`config.mk`:
```
export PLATFORM = sky130hd
export DESIGN_NAME = cpu_trace_parser
export DESIGN_NICKNAME = d
export VERILOG_FILES = /design/src/rtl/cpu_trace_parser.sv
export SDC_FILE = /design/constraint.sdc
export NUM_CORES = 1
export LEC_CHECK = 0
export BUFFER_PORTS_ARGS = -buffer_cell sky130_fd_sc_hd__buf_2
export CAP_MARGIN = 25
export CORE_MARGIN = 2
export CORE_UTILIZATION = 49
export CTS_BUF_LIST = sky130_fd_sc_hd__clkbuf_16
export CTS_CLUSTER_SIZE = 12
export DETAILED_ROUTE_END_ITERATION = 6
export HOLD_SLACK_MARGIN = 0.05
export PLACE_DENSITY = 0.75
export RECOVER_POWER = 100
export SLEW_MARGIN = 20
export SYNTH_ARGS = -nofsm -noshare
export SYNTH_HDL_FRONTEND = slang
export SYNTH_SLANG_ARGS = --single-unit
```
`constraint.sdc`:
```
create_clock -name clk -period 4.3 [get_ports clk]
set_clock_uncertainty 0.2 [all_clocks]
set_input_delay 0.86 -clock clk [delete_from_list [all_inputs] [get_ports clk]]
set_output_delay 0.86 -clock clk [all_outputs]
set_load 0.005 [all_outputs]
```
`src/rtl/cpu_trace_parser.sv`:
```
// Parses ASCII CPU trace lines, one character per clock, into register-write / memory-write records.
// Define CPU_TRACE_UPPER_HEX_EN to also accept 'A'-'F' as hex digits.
module cpu_trace_parser #(
  parameter int TIME_DIGITS = 4,
  parameter int REG_DIGITS  = 4,
  parameter int HEX_DIGITS  = 8,
  parameter int CNT_W       = 16
) (
  input  logic                    clk,
  input  logic                    reset,
  input  logic [7:0]              char,
  output logic [1:0]              format_type,
  output logic [15:0]             time_val,
  output logic [4*HEX_DIGITS-1:0] pc_val,
  output logic [4*HEX_DIGITS-1:0] dest_val,
  output logic [4*HEX_DIGITS-1:0] data_val,
  output logic [CNT_W-1:0]        ok_count,
  output logic [CNT_W-1:0]        err_count
);
  localparam int DW = 4*HEX_DIGITS;

  localparam logic [7:0] C_CARET = 8'h5e, C_AT = 8'h40, C_COLON = 8'h3a, C_DOLLAR = 8'h24;
  localparam logic [7:0] C_STAR = 8'h2a, C_LT = 8'h3c, C_EQ = 8'h3d, C_HASH = 8'h23, C_SP = 8'h20;

  typedef enum logic [3:0] {IDLE, TIME, PC, SEP, REG, ADDR, SP1, LT, SP2, DATA, DONE} state_t;

  state_t      state, state_nxt;
  logic [7:0]  cnt, cnt_nxt;
  logic [15:0] time_sh;
  logic [DW-1:0] pc_sh, dest_sh, data_sh;
  logic        mem_sh;

  // {valid, nibble}
  function automatic logic [4:0] hex_dec(input logic [7:0] c);
    if (c >= 8'h30 && c <= 8'h39) return {1'b1, c[3:0]};
    if (c >= 8'h61 && c <= 8'h66) return {1'b1, 4'(c - 8'h57)};
`ifdef CPU_TRACE_UPPER_HEX_EN
    if (c >= 8'h41 && c <= 8'h46) return {1'b1, 4'(c - 8'h37)};
`endif
    return 5'd0;
  endfunction

  function automatic logic [15:0] dec_acc(input logic [15:0] acc, input logic [3:0] d);
    return acc * 16'd10 + {12'd0, d};
  endfunction

  logic [4:0] hx;
  logic is_hex, is_dec, is_sp, is_caret;
  logic take_time, take_pc, take_reg, take_addr, take_data, take_any;
  logic active, err_inc, publish;

  assign hx       = hex_dec(char);
  assign is_hex   = hx[4];
  assign is_dec   = (char >= 8'h30) && (char <= 8'h39);
  assign is_sp    = (char == C_SP);
  assign is_caret = (char == C_CARET);

  assign take_time = (state == TIME) && is_dec && (cnt < 8'(TIME_DIGITS));
  assign take_pc   = (state == PC)   && is_hex && (cnt < 8'(HEX_DIGITS));
  assign take_reg  = (state == REG)  && is_dec && (cnt < 8'(REG_DIGITS));
  assign take_addr = (state == ADDR) && is_hex && (cnt < 8'(HEX_DIGITS));
  assign take_data = ((state == SP2) && is_hex) ||
                     ((state == DATA) && is_hex && (cnt < 8'(HEX_DIGITS)));
  assign take_any  = take_time | take_pc | take_reg | take_addr | take_data;

  always_ff @(posedge clk or negedge reset) begin
    if (!reset) state <= IDLE;
    else        state <= state_nxt;
  end

  // Anything not explicitly allowed falls through to IDLE (line abort).
  always_comb begin
    state_nxt = IDLE;
    if (is_caret) begin
      state_nxt = TIME;
    end else begin
      case (state)
        TIME: if (take_time) state_nxt = TIME;
              else if (char == C_AT && cnt != 8'd0) state_nxt = PC;
        PC:   if (take_pc) state_nxt = PC;
              else if (char == C_COLON && cnt == 8'(HEX_DIGITS)) state_nxt = SEP;
        SEP:  if (is_sp) state_nxt = SEP;
              else if (char == C_DOLLAR) state_nxt = REG;
              else if (char == C_STAR) state_nxt = ADDR;
        REG:  if (take_reg) state_nxt = REG;
              else if (cnt != 8'd0 && is_sp) state_nxt = SP1;
              else if (cnt != 8'd0 && char == C_LT) state_nxt = LT;
        ADDR: if (take_addr) state_nxt = ADDR;
              else if (cnt == 8'(HEX_DIGITS) && is_sp) state_nxt = SP1;
              else if (cnt == 8'(HEX_DIGITS) && char == C_LT) state_nxt = LT;
        SP1:  if (is_sp) state_nxt = SP1;
              else if (char == C_LT) state_nxt = LT;
        LT:   if (char == C_EQ) state_nxt = SP2;
        SP2:  if (is_sp) state_nxt = SP2;
              else if (is_hex) state_nxt = DATA;
        DATA: if (take_data) state_nxt = DATA;
              else if (char == C_HASH && cnt == 8'(HEX_DIGITS)) state_nxt = DONE;
        default: state_nxt = IDLE;
      endcase
    end
  end

  always_comb begin
    active  = (state != IDLE) && (state != DONE);
    err_inc = active && (is_caret || state_nxt == IDLE);
    publish = (state == DATA) && (state_nxt == DONE);
    cnt_nxt = cnt;
    if (is_caret)               cnt_nxt = 8'd0;
    else if (take_any)          cnt_nxt = (state == SP2) ? 8'd1 : cnt + 8'd1;
    else if (state_nxt != state) cnt_nxt = 8'd0;
  end

  always_ff @(posedge clk or negedge reset) begin
    if (!reset) begin
      cnt         <= '0;
      time_sh     <= '0;
      pc_sh       <= '0;
      dest_sh     <= '0;
      data_sh     <= '0;
      mem_sh      <= 1'b0;
      format_type <= 2'b00;
      time_val    <= '0;
      pc_val      <= '0;
      dest_val    <= '0;
      data_val    <= '0;
      ok_count    <= '0;
      err_count   <= '0;
    end else begin
      cnt         <= cnt_nxt;
      format_type <= 2'b00;
      if (is_caret) begin
        time_sh <= '0;
        pc_sh   <= '0;
        dest_sh <= '0;
        data_sh <= '0;
        mem_sh  <= 1'b0;
      end else begin
        if (take_time) time_sh <= dec_acc(time_sh, char[3:0]);
        if (take_pc)   pc_sh   <= {pc_sh[DW-5:0], hx[3:0]};
        if (take_reg)  dest_sh <= DW'(dec_acc(dest_sh[15:0], char[3:0]));
        if (take_addr) dest_sh <= {dest_sh[DW-5:0], hx[3:0]};
        if (take_data) data_sh <= {data_sh[DW-5:0], hx[3:0]};
        if (state == SEP && char == C_STAR) mem_sh <= 1'b1;
      end
      if (publish) begin
        format_type <= mem_sh ? 2'b10 : 2'b01;
        time_val    <= time_sh;
        pc_val      <= pc_sh;
        dest_val    <= dest_sh;
        data_val    <= data_sh;
        if (ok_count != '1) ok_count <= ok_count + 1'b1;
      end
      if (err_inc && err_count != '1) err_count <= err_count + 1'b1;
    end
  end

endmodule

```
==> flow_metrics.tcl <==
set metrics [dict create \
    hold_buffers 0 \
    rsz0062_at_grt "false" \
    min_path_type "reg -> reg" \
    final_area_mm2 0.0152 \
    synth_top_area_frac 0.507 \
    grt_usage 0.213 \
    ir_worst_vdd_mv 0.241 \
    grt-ovfl-total 0 \
    slowest_stage "buf_4" \
    viasPerCell 5.66 \
    place_area_mm2 0.0146 \
    path_class "reg -> reg" \
    crit_fanout 112 \
    final_cell_mix "dfrtp_1, nand2_1, mux2_2, buf_2, nand3_1" \
    cts_tree "yes" \
    totalWireLength_um 30400 \
    synth.area.top_cells "dfrtp_1, mux2_2, ha_1" \
    synth-seq-cells 271 \
    status "finished, violations left" \
    cellLeakagePower_nw 7.63 \
    syn-num-nets 1303 \
    slew-limit-headroom -0.260 \
    die_h_um 169 \
    grt_max_degree 122 \
    critPathLaunch "state[0]" \
    final_common_cell "dfrtp_1" \
    async_flop_share 1.00 \
    max_freq_mhz 255 \
    finalCritPeriodShare 0.913 \
    post_cts_buffers 0 \
    hold_slack_ns 0.251 \
    ys.flop_type "dfrtp_1" \
    antennaDiodeCount 0 \
    syn_avg_cell_area_um2 10.9 \
    swShare 0.213 \
    nets 1452 \
    ios 156 \
    worstMarginPinSlew_ns 1.89 \
    reg2reg_depth 5 \
    start_util 0.497 \
    syn2layout_area_growth_pct 14.0 \
    multiInputGateArea_mm2 0.00621 \
    worst-r2r-setup-slack_ns 0.37 \
    path_clk_slew_ns 0.06 \
    syn_area_mm2 0.0134 \
    ant_nets 0 \
    drive_above_1_share 0.194 \
    cts_buffer_depth 3 \
    synthCells 1229 \
    std_cell_rows 60 \
    synth_edf_count 0 \
    drv_cap 2 \
    seqCellArea_mm2 0.00678 \
    seq_area_frac_synth 0.507 \
    die-area_mm2 0.0286 \
    cts_buffers 29 \
    drc 0 \
    fp.dieW_um 169 \
    clk_latency_ns 0.53 \
    internal-power_mw 3.91 \
    post-dp-hpwl_um 20800 \
    critPathLaunchType "flip-flop" \
    cp.arrival_ns 4.13 \
    power.switching_mw 1.06 \
    holdPathStages 1 \
    slew_viol_final 147 \
    yosys.cell_types.count 77 \
    cts.repair.resized 0 \
    wl_per_cell_um 17.5 \
    io_buffers 155 \
    n_fill_cell 2349 \
    crit_path_max_incr_delay_ns 1.13 \
    crit_required_ns 4.50 \
    timing.rr.end "dest_val[3]" \
    power_frac_clock 0.459 \
    violations "capacitance limit, slew limit" \
    tns_ns 0 \
    seqPwrFrac 0.516 \
    p_per_area_mw_per_mm2 326 \
    hold_violations 0 \
    cts.sinks 271 \
    synth_top_cell_by_area "dfrtp_1" \
    core-area_mm2 0.0269 \
    r2r-start "state[0]" \
    gp_congestion 0.883 \
    grt_first_pass_wirelength_um 50500 \
    grt_pass1_vias 9939 \
    setup_violations 0 \
    cts.htree.levels 1 \
    pwr-share-comb 0.025 \
    vias 9832 \
    worstSetupEndpoint "dest_val[3]" \
    yosysWarnings 0 \
    dr.first_iter.drc_count 749 \
    cp-end-kind "flip-flop" \
    path_cells "or4b_1, or2_1, nor4_1, buf_4, mux2_2" \
    firstDrtPassIters 5 \
    antenna_found_initial 0 \
    cts_root_buf "clkbuf_16" \
    fin_crit_ns 3.93 \
]
cells in the mapped netlist (24+ instances only):
master,number
ha_1,60
nand3_1,79
nand2_1,160
o21ai_0,40
xnor2_1,45
xor2_1,28
nor2_1,51
clkbuf_1,42
a21oi_1,63
mux2_2,114
dfrtp_1,271
inv_1,24
power by group through the flow:
stage	registers [mW]	logic (mW)	clock network [mW]
final	2.56	0.126	2.28
after global routing	2.56	0.146	2.44
after CTS	2.56	0.132	2.34
after floorplan	2.61	0.0451	0
after detailed placement	2.61	0.132	0
after global placement	2.61	0.129	0
metrics by stage:
stage / total power, mW / setup WS (ns) / std cells / utilization
final: 4.97 / 0.374 / 1737 / 0.567
after global routing: 5.15 / 0.117 / 1737 / 0.567
after CTS: 5.04 / 0.590 / 1737 / 0.574
after detailed placement: 2.74 / 0.353 / 1688 / 0.542
after global placement: 2.74 / 0.505 / 1687 / 0.541
after floorplan: 2.65 / 0.722 / 1229 / -
registers in the layout (all words and copies together), names as in the netlist, 4 cells and up:
register / count
cnt: 8
data_sh: 32
data_val: 32
dest_sh: 32
dest_val: 32
err_count: 16
ok_count: 16
pc_sh: 32
pc_val: 32
state: 4
time_sh: 16
time_val: 16
kinds of logic after synthesis:
group,Yosys count,synth area share
flip-flops,271,0.507
adder cells (fa/ha/maj),64,0.0622
XOR/XNOR,73,0.0478
AO/OA/AOI/OAI,193,0.0948
buffers and inverters,82,0.0249
multiplexers,117,0.0983
AND/OR/NAND/NOR,429,0.164
layer usage:
metal  up-vias  routed length, um  GRT usage
li1       4681                  -          -
met2       231              14500      0.360
met3        44               1500     0.0261
met1      4876              13800      0.297
met4         0                549     0.0450
met5         -                  0          0
worst max-delay path: cells and delay by family, from the launching register on:
kind,cells,cell delay (ns)
mux,1,0.44
simple gates,3,1.24
buf+inv,1,1.13
flops,1,0.63
worst min path at each step:
stage / startpoint / endpoint / slack [ns]
after floorplan: mem_sh / format_type[0] / 0.23
after global placement: mem_sh / format_type[0] / 0.24
after detailed placement: mem_sh / format_type[0] / 0.24
after CTS: reset / pc_val[30] / 0.09
after global routing: mem_sh / format_type[0] / 0.29
final: mem_sh / format_type[0] / 0.25
area by class of cell:
type                            instances  share of cell area
Clock buffer                           29              0.0476
Clock inverter                         20             0.00903
Inverter                               24             0.00591
Multi-Input combinational cell        876               0.407
Sequential cell                       271               0.445
Tap cell                              341              0.0280
Timing Repair Buffer                  176              0.0570
Note: power is estimated with default switching activity, not from simulation.
